--- config.mk ---
export PLATFORM = sky130hd
export DESIGN_NAME = obf_key_loader
export DESIGN_NICKNAME = d
export VERILOG_FILES = /design/src/rtl/obf_ctrl_pkg.sv /design/src/rtl/obf_key_shadow.sv /design/src/rtl/obf_key_loader.sv
export SDC_FILE = /design/constraint.sdc
export NUM_CORES = 1
export LEC_CHECK = 0
export CAP_MARGIN = 20
export CORE_MARGIN = 1.5
export CORE_UTILIZATION = 45
export CTS_CLUSTER_DIAMETER = 50
export DETAILED_ROUTE_END_ITERATION = 16
export GPL_TIMING_DRIVEN = 0
export PLACE_DENSITY = 0.67
export SLEW_MARGIN = 20
export SYNTH_ARGS = -nofsm -noshare
export SYNTH_HDL_FRONTEND = slang
export SYNTH_HIERARCHICAL = 1
export SYNTH_SLANG_ARGS = --single-unit
export TNS_END_PERCENT = 10
--- constraint.sdc ---
create_clock -name CK -period 2.4 [get_ports CK]
set_input_delay 0.48 -clock CK [delete_from_list [all_inputs] [get_ports CK]]
set_output_delay 0.48 -clock CK [all_outputs]
set_load 0.005 [all_outputs]
--- src/rtl/obf_ctrl_pkg.sv ---
// Shared types and width helpers for the key loader.
// The state encoding and counter sizing live here so the top and the shadow register agree.
package obf_ctrl_pkg;

    typedef enum logic [2:0] {
        ST_IDLE   = 3'd0,
        ST_LOAD   = 3'd1,
        ST_SETTLE = 3'd2,
        ST_READY  = 3'd3,
        ST_ERROR  = 3'd4
    } state_e;

    localparam int KEY_W_DEF      = 2;
    localparam int TIMEOUT_DEF    = 15;
    localparam int SETTLE_CYC_DEF = 2;

    // Width of a counter that must be able to hold max_val itself.
    function automatic int cnt_width(input int max_val);
        return (max_val < 1) ? 1 : $clog2(max_val + 1);
    endfunction

endpackage

--- src/rtl/obf_key_shadow.sv ---
// Key shadow register plus the committed key register driven to the locked core.
// Partial keys stay in the shadow; the committed key changes only on commit or zero.
module obf_key_shadow
    import obf_ctrl_pkg::*;
#(
    parameter int KEY_W = KEY_W_DEF,
    parameter int IDX_W = cnt_width(KEY_W_DEF)
) (
    input  logic             CK,
    input  logic             RSTN,
    input  logic             wr_en,
    input  logic [IDX_W-1:0] wr_idx,
    input  logic             wr_bit,
    input  logic             commit,
    input  logic             zero,
    output logic [KEY_W-1:0] key
);

    logic [KEY_W-1:0] shadow_d, shadow_q;
    logic [KEY_W-1:0] key_d, key_q;

    always_comb begin
        shadow_d = shadow_q;
        if (wr_en) begin
            for (int i = 0; i < KEY_W; i++) begin
                if (wr_idx == IDX_W'(i)) shadow_d[i] = wr_bit;
            end
        end
        // Commit takes the updated shadow so the final bit lands in the same cycle.
        key_d = key_q;
        if (zero)        key_d = '0;
        else if (commit) key_d = shadow_d;
    end

    always_ff @(posedge CK or negedge RSTN) begin
        if (!RSTN) begin
            shadow_q <= '0;
            key_q    <= '0;
        end else begin
            shadow_q <= shadow_d;
            key_q    <= key_d;
        end
    end

    assign key = key_q;

endmodule

--- src/rtl/obf_key_loader.sv ---
// Serial key loader for a logic-locked core: pulls bits over valid/ready, commits atomically,
// and holds the core clock-enable low until the committed key has settled.
//
//   state  | meaning
//   IDLE   | post-reset, no key loaded, core disabled
//   LOAD   | accepting key bits, idle-cycle watchdog running
//   SETTLE | key committed, waiting for key paths to settle
//   READY  | core enabled with committed key
//   ERROR  | key store stalled, key zeroed, core disabled
module obf_key_loader
    import obf_ctrl_pkg::*;
#(
    parameter int KEY_W      = KEY_W_DEF,
    parameter int TIMEOUT    = TIMEOUT_DEF,
    parameter int SETTLE_CYC = SETTLE_CYC_DEF
) (
    input  logic             CK,
    input  logic             RSTN,
    input  logic             start,
    input  logic             kv_valid,
    input  logic             kv_bit,
    output logic             kv_ready,
    output logic [KEY_W-1:0] keyinput,
    output logic             core_en,
    output logic             busy,
    output logic             done,
    output logic             err
);

    localparam int BIT_W = cnt_width(KEY_W);
    localparam int TO_W  = cnt_width(TIMEOUT);
    localparam int ST_W  = cnt_width(SETTLE_CYC);

    state_e           state_d, state_q;
    logic [BIT_W-1:0] bit_cnt_d, bit_cnt_q;
    logic [TO_W-1:0]  to_cnt_d, to_cnt_q;
    logic [ST_W-1:0]  settle_cnt_d, settle_cnt_q;
    logic             kv_ready_d, kv_ready_q;
    logic             core_en_d, core_en_q;
    logic             busy_d, busy_q;
    logic             done_d, done_q;
    logic             err_d, err_q;

    logic xfer;
    logic last_bit;
    logic sh_wr, sh_commit, sh_zero;

    assign xfer     = kv_valid & kv_ready_q;
    assign last_bit = (bit_cnt_q == BIT_W'(KEY_W - 1));

    always_comb begin
        state_d      = state_q;
        bit_cnt_d    = bit_cnt_q;
        to_cnt_d     = to_cnt_q;
        settle_cnt_d = settle_cnt_q;
        kv_ready_d   = 1'b0;
        core_en_d    = 1'b0;
        busy_d       = 1'b0;
        done_d       = 1'b0;
        err_d        = 1'b0;
        sh_wr        = 1'b0;
        sh_commit    = 1'b0;
        sh_zero      = 1'b0;

        unique case (state_q)
            ST_IDLE, ST_READY, ST_ERROR: begin
                core_en_d = (state_q == ST_READY);
                err_d     = (state_q == ST_ERROR);
                if (start) begin
                    state_d    = ST_LOAD;
                    bit_cnt_d  = '0;
                    to_cnt_d   = '0;
                    kv_ready_d = 1'b1;
                    busy_d     = 1'b1;
                    core_en_d  = 1'b0;
                    err_d      = 1'b0;
                end
            end
            ST_LOAD: begin
                kv_ready_d = 1'b1;
                busy_d     = 1'b1;
                if (xfer) begin
                    sh_wr     = 1'b1;
                    to_cnt_d  = '0;
                    bit_cnt_d = bit_cnt_q + BIT_W'(1);
                    if (last_bit) begin
                        sh_commit    = 1'b1;
                        kv_ready_d   = 1'b0;
                        settle_cnt_d = ST_W'(SETTLE_CYC - 1);
                        state_d      = ST_SETTLE;
                    end
                end else if (to_cnt_q == TO_W'(TIMEOUT)) begin
                    sh_zero    = 1'b1;
                    kv_ready_d = 1'b0;
                    busy_d     = 1'b0;
                    err_d      = 1'b1;
                    state_d    = ST_ERROR;
                end else begin
                    to_cnt_d = to_cnt_q + TO_W'(1);
                end
            end
            ST_SETTLE: begin
                busy_d = 1'b1;
                if (settle_cnt_q == '0) begin
                    busy_d    = 1'b0;
                    done_d    = 1'b1;
                    core_en_d = 1'b1;
                    state_d   = ST_READY;
                end else begin
                    settle_cnt_d = settle_cnt_q - ST_W'(1);
                end
            end
            default: state_d = ST_IDLE;
        endcase
    end

    always_ff @(posedge CK or negedge RSTN) begin
        if (!RSTN) begin
            state_q      <= ST_IDLE;
            bit_cnt_q    <= '0;
            to_cnt_q     <= '0;
            settle_cnt_q <= '0;
            kv_ready_q   <= 1'b0;
            core_en_q    <= 1'b0;
            busy_q       <= 1'b0;
            done_q       <= 1'b0;
            err_q        <= 1'b0;
        end else begin
            state_q      <= state_d;
            bit_cnt_q    <= bit_cnt_d;
            to_cnt_q     <= to_cnt_d;
            settle_cnt_q <= settle_cnt_d;
            kv_ready_q   <= kv_ready_d;
            core_en_q    <= core_en_d;
            busy_q       <= busy_d;
            done_q       <= done_d;
            err_q        <= err_d;
        end
    end

    obf_key_shadow #(
        .KEY_W (KEY_W),
        .IDX_W (BIT_W)
    ) u_shadow (
        .CK     (CK),
        .RSTN   (RSTN),
        .wr_en  (sh_wr),
        .wr_idx (bit_cnt_q),
        .wr_bit (kv_bit),
        .commit (sh_commit),
        .zero   (sh_zero),
        .key    (keyinput)
    );

    assign kv_ready = kv_ready_q;
    assign core_en  = core_en_q;
    assign busy     = busy_q;
    assign done     = done_q;
    assign err      = err_q;

endmodule
==> summary.md <==
| Metric | Value |
|---|---|
| Outcome | complete, no violations |
| Number of instances resized during post-cts repair | 0 |
| Longest Clk Path Bufs | 2 |
| RD Place Congestion | 0.773 |
| Synthesis warning total | 6 |
| Die Width | 50.2 um |
| Diode insertion count for antenna repair | 0 |
| Area growth syn-to-layout | 16.6% |
| Final ANT Viol Nets | 0 |
| Number of design-rule violations left by the first detailed-router iteration | 9 |
| Required time of the worst setup path | 2.60 ns |
| FF+latch count, synth | 20 |
| Power density over the cells | 1040 nW/um2 |
| Total count of hold-check failures in the final report | 0 |
| H-tree depth reported by CTS | 1 |
| First-pass GRT wire length | 3.14 mm |
| Estimated wirelength of the detail-placed design | 1.29 mm |
| Setup repair after global routing missed its margin | false |
| Fin Setup TNS | 0 ns |
| Total Wirelength | 1.72 mm |
| Final clock period utilization by the worst path | 83.5% |
| Synth top area cells | sky130_fd_sc_hd__dfrtp_1 50%, sky130_fd_sc_hd__nor2_1 4.9%, sky130_fd_sc_hd__ha_1 3.7% |
| Setup repair bufs after CTS | 0 |
| Register-to-register path setup slack | 0.40 ns |
| Post-synthesis cell type count | 33 |
| Std cell rows | 16 |
| Cell family with the largest share of critical-path delay | simple AND/OR/NAND/NOR gates |
| Crit path time final | 2.00 ns |
| Final std cell area, no fill | 1170 um2 |
| FF-to-FF path depth | 7 |
| Clock-pin slew of the registers on the worst-case setup and hold paths | 0.10 ns |
| Startpoint of the worst hold path | settle_cnt_q[0] |
| Clock tree from TritonCTS | yes |
| Crit Path Category | flip-flop to flip-flop |
| Via count | 738 |
| Final-report max-slew violation count | 0 |
| Worst setup skew after layout | 0.00652 ns |
| Avg Vias per Cell | 5.31 |
| Mean instance size in the synthesized netlist | 10.2 um2 |
| F_max | 499 MHz |
| Layout cell share with drive strength beyond 1 | 9.82% |
| Initial core utilization | 49.6% |
| CP cell instances | buf_6 > or3b_1 > buf_6 > nor2_1 > nor3b_1 > mux2_2 > o21a_1 |
| Reg-to-reg critical path startpoint | state_q[1] |
| Chip height | 50.2 um |
| TritonCTS Buffers | 3 |
| Arrival time at the worst endpoint | 2.21 ns |
| Setup crit start | state_q[1] |
| Yosys top cell area share | 49.9% |
| Routed length per instance | 12.4 um |
| Crit Path Max Fanout | 9 |
| Sort of element at the end of the critical path | flip-flop |
| Flip-flop and latch area | 500 um2 |
| Startpoint types | flip-flop |
| Leakage power figure | 0.524 nW |
| Global-route total usage across every layer | 16.6% |
| Number of port buffers | 11 |
| Number of hold buffers added after CTS | 0 |
| WP buf/inv | 2 |
| Most common cell type on the critical path | sky130_fd_sc_hd__buf_6 |
| CTS root buffer | sky130_fd_sc_hd__clkbuf_4 |
| Clock insertion delay at the later pin of the skew report | 0.30 ns |
| Number of enable-type register cells in the synthesized netlist | 0 |
| Capture instance of the worst register-to-register path | u_shadow/key[0] |
| Vias in the first global route | 716 |
| Clock sink count | 20 |
| Largest vdd supply drop | 533 uV |
| Detailed-routing iteration count for the pre-antenna-repair pass | 4 |
| Share of the core filled with cells | 57.8% |
| Worst rel slew slack | 41.4% |
| Fill cell count | 190 |
| Maximum number of pins on one net before global-route repair | 21 |
| Antenna violations before repair | 0 |
| Cell area after technology mapping | 1000 um2 |
| Transition time at the pin with the least slew margin | 0.876 ns |
| Placeable Area | 2020 um2 |
| Max stage delay cell, worst path | sky130_fd_sc_hd__dfrtp_1 |
| Nets@finish | 122 |
| Congestion Overflow GR | 0 |
| Instance count along the most critical hold path | 1 |
| Remaining routing DRC violations | 0 |
| Post-synthesis sequential area ratio | 49.9% |
| Footprint of the multi-input gates | 453 um2 |
| Total cell area at the placement stage | 1150 um2 |
| Endpoint of the worst hold-timing path | settle_cnt_q[0] |
| Total chip power | 0.00121 W |
| Classification of the worst-slack hold path | flip-flop to flip-flop |
| Most used DFF post-synth | sky130_fd_sc_hd__dfrtp_1 |
| Synthesized net count | 106 |
| Synth area leader | sky130_fd_sc_hd__dfrtp_1 |
| Leading cell types by count after synthesis | 20 x sky130_fd_sc_hd__dfrtp_1, 13 x sky130_fd_sc_hd__nor2_1, 6 x sky130_fd_sc_hd__a21oi_1, 6 x sky130_fd_sc_hd__nand2_1, 6 x sky130_fd_sc_hd__o21ai_0 |
| Total Die Area | 2520 um2 |
| CP max stage delay | 0.38 ns |
| # Max-Cap Violations | 0 |
| Instance count of the mapped netlist | 98 |
| Proportion of synthesized flip-flops having asynchronous set or reset | 100% |
| Cell with the most instances after synthesis | sky130_fd_sc_hd__dfrtp_1 |
| I/O Pins | 12 |
| Final setup fails | 0 |
how the worst max path moves through the flow:
stage                       to  slack, ns  cells after the start
2_1_floorplan  u_shadow/key[0]       0.47                      7
3_3_place_gp      bit_cnt_q[0]       0.19                      5
3_5_place_dp      bit_cnt_q[0]       0.14                      5
4_1_cts        u_shadow/key[0]       0.38                      7
5_1_grt        u_shadow/key[0]       0.27                      7
6_report       u_shadow/key[0]       0.40                      7
kinds of logic (layout without fill, tap and decap cells):
kind of cell	count (synthesis)	count (layout)	synth area share, %
AOI/OAI and AO/OA	24	24	17.4
adders and majority gates	3	3	3.75
buffers and inverters	8	22	4.87
DFF	20	20	49.9
muxes	3	3	3.74
and+or+nand+nor	40	40	20.4
metrics by stage:
stage,hold slack [ns],setup slack (ns),instances
after floorplan,0.184,0.472,98
final,0.481,0.396,139
after global routing,0.527,0.271,139
after global placement,0.460,0.190,136
after detailed placement,0.472,0.141,136
after CTS,0.486,0.385,139
placed cells by master, fill, tap and decap left out, types with 2 or more instances in the layout:
master                            netlist  layout
sky130_fd_sc_hd__a21o_1                 2       2
sky130_fd_sc_hd__a21oi_1                6       6
sky130_fd_sc_hd__buf_6                  2       2
sky130_fd_sc_hd__clkbuf_4               0       3
sky130_fd_sc_hd__clkdlybuf4s50_1        0      11
sky130_fd_sc_hd__dfrtp_1               20      20
sky130_fd_sc_hd__ha_1                   3       3
sky130_fd_sc_hd__inv_1                  5       5
sky130_fd_sc_hd__mux2_2                 2       2
sky130_fd_sc_hd__nand2_1                6       6
sky130_fd_sc_hd__nand2b_1               4       4
sky130_fd_sc_hd__nand3_1                3       3
sky130_fd_sc_hd__nor2_1                13      13
sky130_fd_sc_hd__nor3_1                 3       3
sky130_fd_sc_hd__nor3b_1                2       2
sky130_fd_sc_hd__o21a_1                 2       2
sky130_fd_sc_hd__o21ai_0                6       6
sky130_fd_sc_hd__or2b_1                 2       2
where the power goes:
group / internal (W) / total [W] / switching [W]
Clock: 0.0000586 / 0.000152 / 0.0000938
Sequential: 0.000444 / 0.000515 / 0.0000708
Combinational: 0.000287 / 0.000544 / 0.000256
layer usage:
metal	track usage, %	up-vias	wire length, um
li1	-	373	-
met1	22.0	351	819
met2	25.7	11	821
met3	3.57	3	52
met4	8.33	0	29
met5	0	-	0
flip-flops by register name, indices dropped and copies added (netlist names):
name / count
bit_cnt_q: 2
busy: 1
core_en: 1
done: 1
err: 1
kv_ready: 1
settle_cnt_q: 2
state_q: 3
to_cnt_q: 4
u_shadow/key: 2
u_shadow/shadow_q: 2
area by class of cell:
type | instances | area share (%)
plain buffers | 3 | 2.57
clock buffers | 3 | 1.93
inverters | 5 | 1.61
multi-input cells | 70 | 38.8
flip-flops and latches | 20 | 42.8
well taps | 27 | 2.89
repair buffers | 11 | 9.42
(Power assumes the default switching activity.)
